## src/rtl/mem_loader_pkg.sv

```systemverilog
// Shared types and defaults for the mem_loader HPS-download-to-mem_copy bridge.
package mem_loader_pkg;

  typedef enum logic [2:0] {
    S_IDLE,
    S_HDR,
    S_COLLECT,
    S_WRITE,
    S_GAP,
    S_CLEAR,
    S_FLUSH,
    S_VERIFY
  } state_e;

  localparam logic [24:0] ROM_BASE_DEF  = 25'hE0000;
  localparam logic [24:0] CLEAR_END_DEF = 25'h20000;
  localparam logic [7:0]  BIN_INDEX_DEF = 8'd1;
  localparam int          BIN_HDR_BYTES = 4;

  // ROM images land at a physical base; .bin data is CPU-virtual and wraps at 16 bits.
  function automatic logic [24:0] word_addr(input logic        bin,
                                            input logic [24:0] rom_base,
                                            input logic [15:0] load_addr,
                                            input logic [24:0] offset);
    logic [15:0] v;
    v = load_addr + {offset[15:1], 1'b0};
    return bin ? {9'b0, v} : rom_base + {offset[24:1], 1'b0};
  endfunction

endpackage

```

## src/rtl/mem_loader_ioctl_packer.sv

```systemverilog
// Pairs ioctl bytes into 16-bit words and tracks an unpaired low byte for the final flush.
module ioctl_packer
  import mem_loader_pkg::*;
(
  input  logic        clk_sys,
  input  logic        rst_n,
  input  logic        i_clr,
  input  logic        i_wr,
  input  logic        i_bin,
  input  logic [24:0] i_addr,
  input  logic [7:0]  i_dout,
  input  logic [15:0] i_length,
  input  logic        i_take,
  output logic        o_word_valid,
  output logic [15:0] o_word,
  output logic [24:0] o_word_offset,
  output logic        o_odd_strobe,
  output logic        o_pending,
  output logic [7:0]  o_pend_low
);

  logic [24:0] w_offset;
  logic        w_in_range;
  logic        w_accept;
  logic        r_valid;
  logic        r_odd;
  logic        r_pending;
  logic [7:0]  r_low;
  logic [15:0] r_word;
  logic [24:0] r_offset;

  // Bin files carry a 4-byte header, so data offsets start after it; bytes past length are dropped.
  assign w_offset   = i_bin ? i_addr - 25'(BIN_HDR_BYTES) : i_addr;
  assign w_in_range = !i_bin ||
                      ((i_addr >= 25'(BIN_HDR_BYTES)) && (w_offset < {9'b0, i_length}));
  assign w_accept   = i_wr && w_in_range;

  always_ff @(posedge clk_sys or negedge rst_n) begin
    if (!rst_n) begin
      r_valid   <= 1'b0;
      r_odd     <= 1'b0;
      r_pending <= 1'b0;
      r_low     <= 8'h00;
      r_word    <= 16'h0000;
      r_offset  <= 25'd0;
    end else begin
      r_valid <= 1'b0;
      r_odd   <= i_wr && w_offset[0];
      if (i_clr) begin
        r_pending <= 1'b0;
        r_low     <= 8'h00;
      end else if (w_accept) begin
        r_offset <= {w_offset[24:1], 1'b0};
        if (!w_offset[0]) begin
          r_low     <= i_dout;
          r_pending <= 1'b1;
        end else begin
          r_word    <= {i_dout, r_low};
          r_valid   <= 1'b1;
          r_pending <= 1'b0;
        end
      end else if (i_take) begin
        r_pending <= 1'b0;
      end
    end
  end

  assign o_word_valid  = r_valid;
  assign o_word        = r_word;
  assign o_word_offset = r_offset;
  assign o_odd_strobe  = r_odd;
  assign o_pending     = r_pending;
  assign o_pend_low    = r_low;

endmodule

```

## src/rtl/mem_loader.sv

```systemverilog
// HPS ioctl download and cold-start zero-fill feeder for the memory mem_copy port.
// Optional write-readback check: define MEM_LOADER_VERIFY_EN.
module mem_loader
  import mem_loader_pkg::*;
#(
  parameter int          WE_CYCLES = 8,
  parameter logic [24:0] ROM_BASE  = ROM_BASE_DEF,
  parameter logic [24:0] CLEAR_END = CLEAR_END_DEF,
  parameter logic [7:0]  BIN_INDEX = BIN_INDEX_DEF
) (
  input  logic        clk_sys,
  input  logic        rst_n,
  input  logic        ioctl_download,
  input  logic [7:0]  ioctl_index,
  input  logic        ioctl_wr,
  input  logic [24:0] ioctl_addr,
  input  logic [7:0]  ioctl_dout,
  output logic        ioctl_wait,
  input  logic        clear_req,
  output logic        mem_copy,
  output logic        mem_copy_virt,
  output logic [24:0] mem_copy_addr,
  output logic [15:0] mem_copy_din,
  output logic        mem_copy_we,
  output logic        mem_copy_rd,
`ifdef MEM_LOADER_VERIFY_EN
  input  logic [15:0] mem_copy_dout,
`endif
  output logic        busy,
  output logic        err,
  output state_e      dbg_state
);

  // Handshakes: a byte is taken when ioctl_wr=1 and ioctl_wait=0 in the same cycle, otherwise
  // it is dropped. mem_copy has no acknowledge: each word holds we for WE_CYCLES cycles, then
  // we is low for at least one cycle before the next word.

  state_e      r_state, w_next;
  logic        r_dl_q, r_clr_q, r_bin, r_virt, r_clear_mode, r_dl_pend;
  logic [15:0] r_load_addr, r_length, r_din;
  logic [24:0] r_addr;
  logic [7:0]  r_cnt;

  logic        w_dl_rise, w_clr_rise, w_byte_ok, w_hdr_byte, w_cnt_last;
  logic        w_dl_start, w_clr_start, w_ld_word, w_ld_flush, w_clr_step, w_clr_done;
  logic        w_word_done;
  logic        w_word_valid, w_odd_strobe, w_pending;
  logic [15:0] w_word;
  logic [24:0] w_word_offset;
  logic [7:0]  w_pend_low;

  assign w_dl_rise  = ioctl_download && !r_dl_q;
  assign w_clr_rise = clear_req && !r_clr_q;
  assign w_byte_ok  = ioctl_wr && !ioctl_wait &&
                      ((r_state == S_HDR) || (r_state == S_COLLECT));
  assign w_hdr_byte = w_byte_ok && (r_state == S_HDR) && (ioctl_addr < 25'(BIN_HDR_BYTES));
  assign w_cnt_last = (r_cnt == 8'(WE_CYCLES - 1));

  ioctl_packer u_packer (
    .clk_sys       (clk_sys),
    .rst_n         (rst_n),
    .i_clr         (w_dl_start),
    .i_wr          (w_byte_ok && (r_state == S_COLLECT)),
    .i_bin         (r_bin),
    .i_addr        (ioctl_addr),
    .i_dout        (ioctl_dout),
    .i_length      (r_length),
    .i_take        (w_ld_flush),
    .o_word_valid  (w_word_valid),
    .o_word        (w_word),
    .o_word_offset (w_word_offset),
    .o_odd_strobe  (w_odd_strobe),
    .o_pending     (w_pending),
    .o_pend_low    (w_pend_low)
  );

  always_ff @(posedge clk_sys or negedge rst_n) begin
    if (!rst_n) r_state <= S_IDLE;
    else        r_state <= w_next;
  end

  always_comb begin
    w_next      = r_state;
    w_dl_start  = 1'b0;
    w_clr_start = 1'b0;
    w_ld_word   = 1'b0;
    w_ld_flush  = 1'b0;
    w_clr_step  = 1'b0;
    w_clr_done  = 1'b0;
    w_word_done = 1'b0;
    unique case (r_state)
      S_IDLE: begin
        if (w_clr_rise) begin
          w_next      = S_CLEAR;
          w_clr_start = 1'b1;
        end else if (w_dl_rise) begin
          w_dl_start = 1'b1;
        end
      end
      S_HDR: begin
        if (w_hdr_byte && (ioctl_addr == 25'(BIN_HDR_BYTES - 1))) w_next = S_COLLECT;
        else if (!ioctl_download)                                 w_next = S_IDLE;
      end
      S_COLLECT: begin
        if (w_word_valid) begin
          w_next    = S_WRITE;
          w_ld_word = 1'b1;
        end else if (!ioctl_download && !w_byte_ok) begin
          w_next = w_pending ? S_FLUSH : S_IDLE;
        end
      end
      S_WRITE: if (w_cnt_last) w_next = S_GAP;
`ifdef MEM_LOADER_VERIFY_EN
      S_GAP:    w_next = S_VERIFY;
      S_VERIFY: w_word_done = w_cnt_last;
`else
      S_GAP:    w_word_done = 1'b1;
      S_VERIFY: w_next = S_IDLE;
`endif
      S_CLEAR: w_next = S_WRITE;
      S_FLUSH: begin
        w_next     = S_WRITE;
        w_ld_flush = 1'b1;
      end
    endcase
    // Decides where a finished word goes next, shared by the GAP and VERIFY endings.
    if (w_word_done) begin
      if (r_clear_mode) begin
        if (r_addr == CLEAR_END - 25'd2) begin
          w_clr_done = 1'b1;
          if (r_dl_pend && ioctl_download) w_dl_start = 1'b1;
          else                             w_next = S_IDLE;
        end else begin
          w_clr_step = 1'b1;
          w_next     = S_CLEAR;
        end
      end else if (!ioctl_download) begin
        w_next = w_pending ? S_FLUSH : S_IDLE;
      end else begin
        w_next = S_COLLECT;
      end
    end
    if (w_dl_start) w_next = (ioctl_index == BIN_INDEX) ? S_HDR : S_COLLECT;
  end

  always_ff @(posedge clk_sys or negedge rst_n) begin
    if (!rst_n) begin
      r_dl_q       <= 1'b0;
      r_clr_q      <= 1'b0;
      r_bin        <= 1'b0;
      r_virt       <= 1'b0;
      r_clear_mode <= 1'b0;
      r_dl_pend    <= 1'b0;
      r_load_addr  <= 16'h0000;
      r_length     <= 16'h0000;
      r_din        <= 16'h0000;
      r_addr       <= 25'd0;
      r_cnt        <= 8'd0;
    end else begin
      r_dl_q  <= ioctl_download;
      r_clr_q <= clear_req;
      r_cnt   <= (w_next != r_state) ? 8'd0 : r_cnt + 8'd1;
      if (w_dl_start) begin
        r_bin       <= (ioctl_index == BIN_INDEX);
        r_load_addr <= 16'h0000;
        r_length    <= 16'h0000;
        r_dl_pend   <= 1'b0;
      end else if (w_dl_rise && (r_clear_mode || w_clr_start)) begin
        r_dl_pend <= 1'b1;
      end
      if (w_hdr_byte) begin
        unique case (ioctl_addr[1:0])
          2'd0: r_load_addr[7:0]  <= {ioctl_dout[7:1], 1'b0};
          2'd1: r_load_addr[15:8] <= ioctl_dout;
          2'd2: r_length[7:0]     <= ioctl_dout;
          2'd3: r_length[15:8]    <= ioctl_dout;
        endcase
      end
      if (w_clr_start) begin
        r_clear_mode <= 1'b1;
        r_addr       <= 25'd0;
        r_din        <= 16'h0000;
        r_virt       <= 1'b0;
      end else if (w_clr_step) begin
        r_addr <= r_addr + 25'd2;
      end else if (w_ld_word) begin
        r_addr <= word_addr(r_bin, ROM_BASE, r_load_addr, w_word_offset);
        r_din  <= w_word;
        r_virt <= r_bin;
      end else if (w_ld_flush) begin
        r_addr <= word_addr(r_bin, ROM_BASE, r_load_addr, w_word_offset);
        r_din  <= {8'h00, w_pend_low};
        r_virt <= r_bin;
      end
      if (w_clr_done) r_clear_mode <= 1'b0;
    end
  end

`ifdef MEM_LOADER_VERIFY_EN
  logic r_err;
  always_ff @(posedge clk_sys or negedge rst_n) begin
    if (!rst_n)                                  r_err <= 1'b0;
    else if (w_dl_start)                         r_err <= 1'b0;
    else if ((r_state == S_VERIFY) && w_cnt_last && (mem_copy_dout != r_din))
                                                 r_err <= 1'b1;
  end
  assign err         = r_err;
  assign mem_copy_rd = (r_state == S_VERIFY);
`else
  assign err         = 1'b0;
  assign mem_copy_rd = 1'b0;
`endif

  assign busy          = (r_state != S_IDLE);
  assign mem_copy      = busy;
  assign mem_copy_we   = (r_state == S_WRITE);
  assign mem_copy_addr = r_addr;
  assign mem_copy_din  = r_din;
  assign mem_copy_virt = r_virt;
  assign ioctl_wait    = (r_state == S_WRITE) || (r_state == S_GAP) || (r_state == S_CLEAR) ||
                         (r_state == S_FLUSH) || (r_state == S_VERIFY) || w_odd_strobe;
  assign dbg_state     = r_state;

endmodule

```

## config.mk

```make
export PLATFORM = sky130hd
export DESIGN_NAME = mem_loader
export DESIGN_NICKNAME = d
export VERILOG_FILES = /design/src/rtl/mem_loader_pkg.sv /design/src/rtl/mem_loader_ioctl_packer.sv /design/src/rtl/mem_loader.sv
export SDC_FILE = /design/constraint.sdc
export NUM_CORES = 1
export LEC_CHECK = 0
export ABC_AREA = 1
export BUFFER_PORTS_ARGS = -buffer_cell sky130_fd_sc_hd__buf_2
export CAP_MARGIN = 25
export CORE_MARGIN = 2
export CORE_UTILIZATION = 60
export DETAILED_ROUTE_END_ITERATION = 10
export HOLD_SLACK_MARGIN = 0.06
export PLACE_DENSITY = 0.81
export SLEW_MARGIN = 20
export SYNTH_ARGS = -nofsm -noshare
export SYNTH_HDL_FRONTEND = slang
export SYNTH_SLANG_ARGS = --single-unit
```

## constraint.sdc

```tcl
create_clock -name clk_sys -period 3.65 [get_ports clk_sys]
set_input_delay 0.1825 -clock clk_sys [delete_from_list [all_inputs] [get_ports clk_sys]]
set_output_delay 0.1825 -clock clk_sys [all_outputs]
set_load 0.1 [all_outputs]
```

==> Word-level counts from Yosys, hierarchy flattened <==
Cells that the tools add are included.
{ "totals": {"ff_bits": 141, "inputBits": 46, "out_inout_bits": 51, "wordCells": 157} }
{ "classes": {"n_addsub": 5, "magnitude_cmp": 3, "eq_ne": 17, "muxes": 71, "n_bitwise": 1, "n_reduce_logical": 42} }
{ "ops": {"columns": ["operator", "count"], "rows": [
  ["2-to-1 mux 25 bit", 6],
  ["2-to-1 mux 16 bit", 8],
  ["2-to-1 mux 8 bit", 8],
  ["2-to-1 mux 3 bit", 13],
  ["2-to-1 mux 1 bit", 34],
  ["adder 20 x 25 -> 25 bit, first input constant", 1],
  ["adder 25 x 2 -> 25 bit, second input constant", 1],
  ["equality test 25 x 17 -> 1 bit, second input constant", 1],
  ["equality test 25 x 2 -> 1 bit, second input constant", 1],
  [">= comparator 25 x 3 -> 1 bit, second input constant", 1],
  ["< comparator 25 x 16 -> 1 bit", 1],
  ["< comparator 25 x 3 -> 1 bit, second input constant", 1],
  ["subtractor 25 x 3 -> 25 bit, second input constant", 1],
  ["one-hot mux 3 bit (6 select lines)", 1],
  ["adder 16 bit", 1],
  ["logical AND 1 bit", 14],
  ["equality test 3 bit, second input constant", 4],
  ["nonzero test 3 bit", 3],
  ["adder 8 x 1 -> 8 bit, second input constant", 1],
  ["equality test 8 x 1 -> 1 bit, second input constant", 1],
  ["equality test 8 x 3 -> 1 bit, second input constant", 1],
  ["logical OR 1 bit", 8],
  ["equality test 3 x 2 -> 1 bit, second input constant", 2],
  ["zero test 1 bit", 6],
  ["15 further kinds", 20]
]} }

==> Longest topological paths before layout <==
Gate-level depths: netlist of run 1.
{ "depth": {"ltp_word": 21, "ltp_mapped": 24, "mapped_depth_nobuf": 22} }

==> Cells and area by module <==
A second synthesis of run 1 with hierarchy kept.
{ "hier_totals": {"cells_unflattened": 1247, "area_unflattened_um2": 9217.6} }
{ "modules_own_cells": {"columns": ["mod", "n_inst", "cells_per_inst", "area_each_um2", "seq_area_each_um2"], "rows": [
  ["mem_loader", 1, 800, 5983.2, 2252.2],
  ["ioctl_packer", 1, 447, 3234.4, 1276.2]
]} }

==> Worst setup path after synthesis of run 1 <==
OpenSTA, ideal clock, no wires.
{ "synth_timing": {"path_kind": "register to register", "from": "reg r_state[0] (netlist: dbg_state[0])", "to": "reg r_cnt[0]", "setup_time_ps": 86, "arrival_ps": 3467, "required_ps": 3564, "slack_ps": 97, "stages_incl_launch_ff": 13, "n_path_buf": 0, "synth_period_minus_slack_ps": 3553, "cell_sequence": "dfrtp_1 -> nand2_1 -> nor2_1 -> nand2_1 -> nand2_1 -> nor2_1 -> nand2_1 -> nor2_1 -> nand2_1 -> nand2_1 -> nand2_1 -> nand3_2 -> nor3_1"} }
{ "synth_between": {"elab_chain_len": 21, "word_cells_on_any_way": 43, "cone_classes": "8 x eq/ne; 19 x mux; 16 x reduce/logical"} }
{ "synth_rtl": {"columns": ["element", "line_no", "rtl"], "rows": [
  ["start: declaration", "mem_loader.sv:38", "state_e r_state, w_next;"],
  ["start signal: assignment", "mem_loader.sv:79", "else r_state <= w_next;"],
  ["equality test 3 x 2 -> 1 bit (*)", null, null],
  ["named net mem_copy_we", "mem_loader.sv:24", "output logic mem_copy_we,"],
  ["logical OR 1 bit (3 in series)", "mem_loader.sv:220", "assign ioctl_wait = (r_state == S_WRITE) || (r_state == S_GAP) || (r_state == S_CLEAR) ||"],
  ["logical OR 1 bit (2 in series)", "mem_loader.sv:221", "(r_state == S_FLUSH) || (r_state == S_VERIFY) || w_odd_strobe;"],
  ["zero test 1 bit", "mem_loader.sv:54", "assign w_byte_ok = ioctl_wr && !ioctl_wait &&"],
  ["logical AND 1 bit (2 in series)", "mem_loader.sv:54", null],
  ["zero test 1 bit / logical AND 1 bit (equally long branches)", "mem_loader.sv:108, mem_loader.sv:56", null],
  ["logical AND 1 bit, on equally long branches", "mem_loader.sv:108, mem_loader.sv:56", null],
  ["(+2 left out)", null, null],
  ["one-hot mux 3 bit (6 select lines) (*)", "mem_loader.sv:91", "unique case (r_state)"],
  ["2-to-1 mux 3 bit", "mem_loader.sv:131", "if (r_dl_pend && ioctl_download) w_dl_start = 1'b1;"],
  ["2-to-1 mux 3 bit", "mem_loader.sv:129", "if (r_addr == CLEAR_END - 25'd2) begin"],
  ["2-to-1 mux 3 bit", "mem_loader.sv:128", "if (r_clear_mode) begin"],
  ["2-to-1 mux 3 bit (*)", "mem_loader.sv:127", "if (w_word_done) begin"],
  ["2-to-1 mux 3 bit (*)", "mem_loader.sv:143", "if (w_dl_start) w_next = (ioctl_index == BIN_INDEX) ? S_HDR : S_COLLECT;"],
  ["!= test 3 bit (*)", "mem_loader.sv:162", "r_cnt <= (w_next != r_state) ? 8'd0 : r_cnt + 8'd1;"],
  ["2-to-1 mux 8 bit (*)", "mem_loader.sv:162", null],
  ["end signal: assignment", "mem_loader.sv:162", null],
  ["end: declaration", "mem_loader.sv:42", "logic [7:0] r_cnt;"]
]} }
Mark *: on every way through the listed nets, which the timed path passes. The rest lies on a longest branch.
A chain may end at the register's enable or synchronous reset.

==> Worst setup path after layout of run 1 <==
{ "layout_timing": {"from": "reg r_bin", "to": "reg u_packer.r_offset[5] (netlist: u_packer.o_word_offset[5])"} }
{ "layout_between": {"elab_chain_len": 6, "word_cells_on_any_way": 7, "cone_classes": "1 x order compare; 1 x mux; 5 x reduce/logical"} }
{ "layout_rtl": {"columns": ["element", "line_no", "rtl"], "rows": [
  ["start: declaration", "mem_loader.sv:39", "logic r_dl_q, r_clr_q, r_bin, r_virt, r_clear_mode, r_dl_pend;"],
  ["start signal: assignment", "mem_loader.sv:164", "r_bin <= (ioctl_index == BIN_INDEX);"],
  ["2-to-1 mux 25 bit", "mem_loader_ioctl_packer.sv:33", "assign w_offset = i_bin ? i_addr - 25'(BIN_HDR_BYTES) : i_addr;"],
  ["named net u_packer.w_offset[12]", "mem_loader_ioctl_packer.sv:22", "logic [24:0] w_offset;"],
  ["< comparator 25 x 16 -> 1 bit", "mem_loader_ioctl_packer.sv:35", "((i_addr >= 25'(BIN_HDR_BYTES)) && (w_offset < {9'b0, i_length}));"],
  ["logical AND 1 bit", "mem_loader_ioctl_packer.sv:35", null],
  ["logical OR 1 bit", "mem_loader_ioctl_packer.sv:34", "assign w_in_range = !i_bin ||"],
  ["logical AND 1 bit", "mem_loader_ioctl_packer.sv:36", "assign w_accept = i_wr && w_in_range;"],
  ["AND reduction 2 bit (no source line)", null, null],
  ["end signal: assignment", "mem_loader_ioctl_packer.sv:53", "r_offset <= {w_offset[24:1], 1'b0};"],
  ["end: declaration", "mem_loader_ioctl_packer.sv:30", "logic [24:0] r_offset;"]
]} }
The timed path passes the listed nets, and every way through them passes these cells.

==> impl_metrics.yaml, run 1 <==
run_status:
  outcome: "finished clean"
placed_design:
  dp_hpwl_um: 16300
  dp_slack_ps: 448
  port_buffers: 94
  gp_congestion: 0.975
worst_setup_path:
  rr_startpoint: "r_bin$_DFFE_PN0N_"
  critical-path-top-delay-family: "simple AND/OR/NAND/NOR gates"
  path_cells: "buf_4 > nand2_4 > nor3_1 > xor2_1 > inv_1 > ha_1 > nand2_1 > nor2_1 > a211oi_1 > nand2_1 > nand2_1 > nand2_1 > nand2_1 > nand3_4 > a21boi_4 > buf_4 > nand2_1 > o21ai_0"
  start_kind: "flip-flop"
  crit_path_top_delay_cell: "dfrtp_1"
  end_kind: "flip-flop"
  r2r_slack_ps: 440
  required_ps: 3980
  crit_buf_inv: 3
  max_stage_delay_ps: 400
  cp_common_cell: "nand2_1"
  r2r_cells: 18
  crit_type: "reg -> reg"
  cp_data_arrival_time_ps: 3540
  r2r-end: "u_packer.o_word_offset[5]$_DFFE_PN0P_"
  worst-path-max-fanout: 19
sta:
  maxSlewViolCount: 0
  setup_viol: 0
  rsz0062_at_grt: "false"
  min_period_over_period_pct: 88.0
  tns_ps: 0
  whs_ps: 70.1
  finalHoldViolCount: 0
  slew_headroom_pct: 51.0
  max_freq_mhz: 311
  setup_ws_ps: 438
  worst_slew_pin_slew_ps: 734
  fin_skew_ps: 9.76
  period_needed_ps: 3210
clocking:
  htree_levels: 4
  clkTransAtPathRegs_ps: 60
  insertion_delay_ps: 430
  numCtsBuffers: 17
  root_buffer: "clkbuf_16"
  cts_tree: "built"
  cts_buffer_depth: 2
  post_cts_resized: 0
  cts.sinks: 141
cells_and_area:
  seq_area_sq_mm: 0.00353
  area_growth_pct: 15.2
  layout-drive-gt1-share_pct: 14.0
  layout_common_cells: "301 x nand2_1, 141 x dfrtp_1, 131 x inv_1"
  nNetsFinal: 1322
  diodes: 0
  multi_input_comb_area_sq_mm: 0.00439
  final_common_cell: "nand2_1"
  fillers: 1128
detailed_routing:
  ant_nets: 0
  drc_errors: 0
  via_per_inst: 5.69
  drtPass1Iterations: 5
  routedWlPerCell_um: 15.7
  vias: 8164
  totalWireLength_um: 22500
  drt_iter0_drc: 752
synth:
  yosys_warnings: 0
  async_reset_ff_share_pct: 100
  synth_seq_cells: 141
  ys_types: 51
  synth.mux.area_fraction_pct: 0
  synth_area_sq_mm: 0.00863
  synth-simple-area-share_pct: 29.2
  synth_compound_area_share_pct: 13.3
  synth_edf_count: 0
  synth_seq_area_share_pct: 40.9
  synth_top_family_by_area: "simple AND/OR/NAND/NOR gates"
  synth_xor_area_share_pct: 3.15
  netlist_instances: 1143
  synthAdderAreaFrac_pct: 5.16
  syn_avg_cell_area_sq_um: 7.55
  ys.flop_type: "dfrtp_1"
pwr:
  power_density_mw_per_mm2: 823
  p_leak_nw: 5.05
  ir_drop_mv: 0.480
die:
  die-height_um: 124
  io_pins: 97
  die_area_sq_mm: 0.0154
  initial_utilization_pct: 61.7
  fp-row-count: 43
  die_w_um: 124
  fp.coreArea_sq_mm: 0.0140
worst_hold_path:
  min_to: "u_packer.o_pend_low[5]$_DFFE_PN0P_"
  hold_depth: 3
  min_from: "ioctl_dout[5]"
  hp-class: "in -> reg"
run:
  maxCapViolations: 0
global_route:
  grt_use_total_pct: 30.9
  overflow: 0
  antenna_found_initial: 0
  grt_pass1_vias: 7477
  grt_first_pass_wirelength_um: 36600
  grt_max_degree: 110
[cells in the mapped netlist (all sizes together), types with 4 or more instances]
| cell type | number | area [sq um] |
|---|---|---|
| nor3 | 23 | 141 |
| nor2 | 107 | 470 |
| a32o | 8 | 80.1 |
| nand2 | 307 | 1180 |
| inv | 133 | 502 |
| ha | 34 | 425 |
| nand4 | 14 | 87.6 |
| xnor2 | 10 | 87.6 |
| or2 | 6 | 37.5 |
| nand3b | 4 | 30.0 |
| a31oi | 11 | 68.8 |
| buf | 19 | 133 |
| xor2 | 21 | 184 |
| nand3 | 97 | 541 |
| dfrtp | 141 | 3530 |
| clkbuf | 16 | 61.3 |
| o22ai | 20 | 125 |
| a21oi | 45 | 225 |
| o21ai | 99 | 499 |
| o31ai | 4 | 30.0 |
[through the flow]
| step | instances | total power (W) | area, sq um | util [%] |
|---|---|---|---|---|
| 2_1_floorplan | 1144 | 0.00552 | 8630 | - |
| 3_3_place_gp | 1391 | 0.00624 | 9200 | 65.8 |
| 3_5_place_dp | 1391 | 0.00631 | 9200 | 65.8 |
| 4_1_cts | 1433 | 0.00814 | 9910 | 70.8 |
| 5_1_grt | 1434 | 0.00867 | 9940 | 71.0 |
| 6_report | 1434 | 0.00818 | 9940 | 71.0 |
[sequential cells by signal (all words and copies together), names as in the netlist, 3 cells and up]
register                flops
mem_copy_din               16
dbg_state                   3
r_cnt                       8
r_load_addr                16
u_packer.o_word            16
u_packer.o_pend_low         8
mem_copy_addr              25
r_length                   16
u_packer.o_word_offset     24
[what timing repair did]
item / in CTS / in global routing
buffers inserted: 0 / 0
endpoints found under the setup margin: 0 / 0
hold endpoints to repair: 116 / 0
hold buffers: 10 / 0
[report_power, final]
group | internal, W | switching (W)
registers | 0.00204 | 0.000448
clock network | 0.00109 | 0.000715
logic | 0.000891 | 0.00299
[worst max path at each step]
stage	endpoint	start	cells past startpoint	slack, ps
2_1_floorplan	r_cnt[0]$_DFF_PN0_	dbg_state[0]$_DFF_PN0_	12	100
3_3_place_gp	u_packer.o_word_offset[18]$_DFFE_PN0P_	ioctl_addr[2]	19	550
3_5_place_dp	u_packer.o_word[3]$_DFFE_PN0P_	ioctl_addr[2]	22	450
4_1_cts	u_packer.o_word_offset[5]$_DFFE_PN0P_	r_bin$_DFFE_PN0N_	19	470
5_1_grt	u_packer.o_word[5]$_DFFE_PN0P_	r_bin$_DFFE_PN0N_	20	180
6_report	u_packer.o_word_offset[5]$_DFFE_PN0P_	r_bin$_DFFE_PN0N_	18	440
[metal layers]
layer | GRT usage, % | up-vias | wire length, um
li1 | - | 3967 | -
met1 | 43.0 | 3833 | 10100
met2 | 48.5 | 324 | 10400
met3 | 6.36 | 40 | 1580
met4 | 10.3 | 0 | 498
met5 | 0 | - | 0
[worst register-to-register path: cells and delay by family, from the launching register on]
family / cells / cell delay, ps
XOR/XNOR: 1 / 270
AO/OA/AOI/OAI: 3 / 580
buffers and inverters: 3 / 570
flip-flops: 1 / 400
AND/OR/NAND/NOR: 10 / 1000
adder cells (fa/ha/maj): 1 / 300
[final cells by class]
cell class              instances  share of cell area (%)
clock buffers                  18                    4.32
clock inverters                14                    1.84
inverters                     136                    5.16
multi-input cells             832                    44.2
flip-flops and latches        141                    35.5
well taps                     180                    2.27
repair buffers                113                    6.69
[kinds of logic (layout without fill, tap and decap cells)]
kind of cell               after synthesis  after routing
and+or+nand+nor                        563            563
AOI/OAI and AO/OA                      201            201
buffers and inverters                  171            281
DFF                                    141            141
adders and majority gates               35             35
xor gates and xnor gates                31             31
other                                    1              2
(Power assumes the default switching activity.)
==> inputs of run 2 (changes only) <==
--- a/config.mk
+++ b/config.mk
@@ -9,10 +9,10 @@
 export BUFFER_PORTS_ARGS = -buffer_cell sky130_fd_sc_hd__buf_2
 export CAP_MARGIN = 25
 export CORE_MARGIN = 2
-export CORE_UTILIZATION = 60
+export CORE_UTILIZATION = 64
 export DETAILED_ROUTE_END_ITERATION = 10
 export HOLD_SLACK_MARGIN = 0.06
-export PLACE_DENSITY = 0.81
+export PLACE_DENSITY = 0.86
 export SLEW_MARGIN = 20
 export SYNTH_ARGS = -nofsm -noshare
 export SYNTH_HDL_FRONTEND = slang
==> constraint.sdc (replaced) <==
create_clock -name clk_sys -period 3.85 [get_ports clk_sys]
set_input_delay 0.1925 -clock clk_sys [delete_from_list [all_inputs] [get_ports clk_sys]]
set_output_delay 0.1925 -clock clk_sys [all_outputs]
set_load 0.1 [all_outputs]
==> run 2 against run 1 <==
Net effect:
- flip-flop and latch count unchanged
- clock power is 14% lower
- die area fell by 6.0%
- non-clock buffer count fell by 2
- core utilization up 3.7 points
- critical path depth increased by 1
- register-to-register slack improved by 60 ps
- hold slack about the same
- largest power group unchanged
==> impl_metrics.yaml, run 2 (same netlist as run 1, synthesis figures left out) <==
run_status:
  outcome: "finished clean"
global_route:
  grt_first_pass_wirelength_um: 37700
  grt_use_total_pct: 33.1
  antenna_found_initial: 0
  overflow: 0
  grt_pass1_vias: 7779
  grt_max_degree: 72
pwr:
  ir_drop_mv: 0.429
  power_density_mw_per_mm2: 773
  p_leak_nw: 5.00
  total_power_w: 0.00762
cells_and_area:
  area_growth_pct: 14.2
  fin_area_sq_mm: 0.00985
  nNetsFinal: 1320
  diodes: 0
  final_common_cell: "nand2_1"
  layout-drive-gt1-share_pct: 13.9
  fillers: 1021
  layout_common_cells: "301 x nand2_1, 141 x dfrtp_1, 131 x inv_1"
  largest_reg_flops: 25
  final_core_util_pct: 74.7
  instances_no_fill: 1428
sta:
  period_needed_ps: 3350
  finalHoldViolCount: 0
  fin_skew_ps: 10.3
  maxSlewViolCount: 0
  tns_ps: 0
  slew_headroom_pct: 50.8
  worst_slew_pin_slew_ps: 737
  max_freq_mhz: 298
  min_period_over_period_pct: 87.0
  rsz0062_at_grt: "false"
  setup_viol: 0
clocking:
  clkTransAtPathRegs_ps: 60
  cts.sinks: 141
  htree_levels: 4
  root_buffer: "clkbuf_16"
  cts_tree: "built"
  post_cts_resized: 0
  cts_buffer_depth: 2
  insertion_delay_ps: 430
  numCtsBuffers: 17
die:
  io_pins: 97
  fp-row-count: 42
  die-height_um: 120
  die_area_sq_mm: 0.0144
  die_w_um: 120
  initial_utilization_pct: 65.4
  fp.coreArea_sq_mm: 0.0132
placed_design:
  port_buffers: 94
  dp_hpwl_um: 16400
  place_area_sq_mm: 0.00919
  gp_congestion: 1.01
  place_inst: 1386
detailed_routing:
  routedWlPerCell_um: 16.1
  totalWireLength_um: 22900
  drtPass1Iterations: 5
  ant_nets: 0
  drc_errors: 0
  vias: 8333
  drt_iter0_drc: 1056
  via_per_inst: 5.84
worst_setup_path:
  cp_data_arrival_time_ps: 3710
  start_kind: "flip-flop"
  crit_type: "reg -> reg"
  end_kind: "flip-flop"
  worst-path-max-fanout: 25
  required_ps: 4210
worst_hold_path:
  hp-class: "in -> reg"
run:
  maxCapViolations: 0
run 2: cell types whose count changed in the layout (fill, tap and decap cells not counted), sizes merged:
cell / delta
clkinv: -1
inv: +1
bufinv: -3
buf: -2
clkinvlp: +3
run 2: final timing paths:
| path | slack [ps] | to | from | cells past startpoint |
|---|---|---|---|---|
| max in group asynchronous | 2590 | r_dl_pend$_DFFE_PN0P_ | rst_n | 3 |
| min reg2reg | 490 | mem_copy_din[11]$_DFFE_PN0P_ | u_packer.o_word[11]$_DFFE_PN0P_ | 1 |
| min in group asynchronous | 310 | u_packer.o_word_offset[23]$_DFFE_PN0P_ | rst_n | 2 |
| min | 70 | u_packer.o_pend_low[0]$_DFFE_PN0P_ | ioctl_dout[0] | 3 |
| max | 500 | u_packer.o_word[4]$_DFFE_PN0P_ | r_bin$_DFFE_PN0N_ | 19 |
| max reg2reg | 500 | u_packer.o_word[4]$_DFFE_PN0P_ | r_bin$_DFFE_PN0N_ | 19 |
run 2: repair_timing:
action	4_1_cts	5_1_grt
hold endpoints to repair	78	0
endpoints found under the setup margin	0	0
hold buffers	10	0
buffers inserted	0	0
run 2: final cells by class:
type,count,area [sq um],share of cell area [%]
clock inverters,14,128,1.30
flip-flops and latches,141,3530,35.8
clock buffers,18,439,4.46
inverters,136,513,5.21
repair buffers,111,629,6.39
multi-input cells,832,4390,44.6
well taps,176,220,2.24
run 2: worst max-delay path, cell delays in order, from the launching register on:
cell and delay (ps):
dfrtp_1 530, nand2_4 140, nor2_4 220, nand2_1 70
a21oi_1 250, inv_1 80, ha_1 300, a21oi_1 190
nor2_1 70, a211oi_1 210, nand2_1 90, nand2_1 60
nand2_1 50, nand2_1 90, nand3_4 100, nand2_4 100
nand3_4 240, clkinv_1 280, nand2_1 110, nand2_1 90
run 2: where the power goes:
group | internal [W] | total (W) | leakage [nW] | switching (W)
logic | 0.000841 | 0.00370 | 2.88 | 0.00286
clock network | 0.000861 | 0.00154 | 0.265 | 0.000679
registers | 0.00194 | 0.00238 | 1.86 | 0.000437
total | 0.00364 | 0.00762 | 5.00 | 0.00398
run 2: metal layers:
layer | vias up | track usage (%) | part of all wire (%)
met5 | - | 0 | 0
met4 | 0 | 14.9 | 3.1
met1 | 3870 | 45.9 | 43
met3 | 59 | 5.04 | 7.7
li1 | 3967 | - | -
met2 | 437 | 51.6 | 46
run 2: metrics by stage:
stage	worst slack [ps]	hold WS, ps
after floorplan	297	-103
after global routing	197	84.1
final	499	69.8
after global placement	667	228
after CTS	654	62.5
after detailed placement	565	230
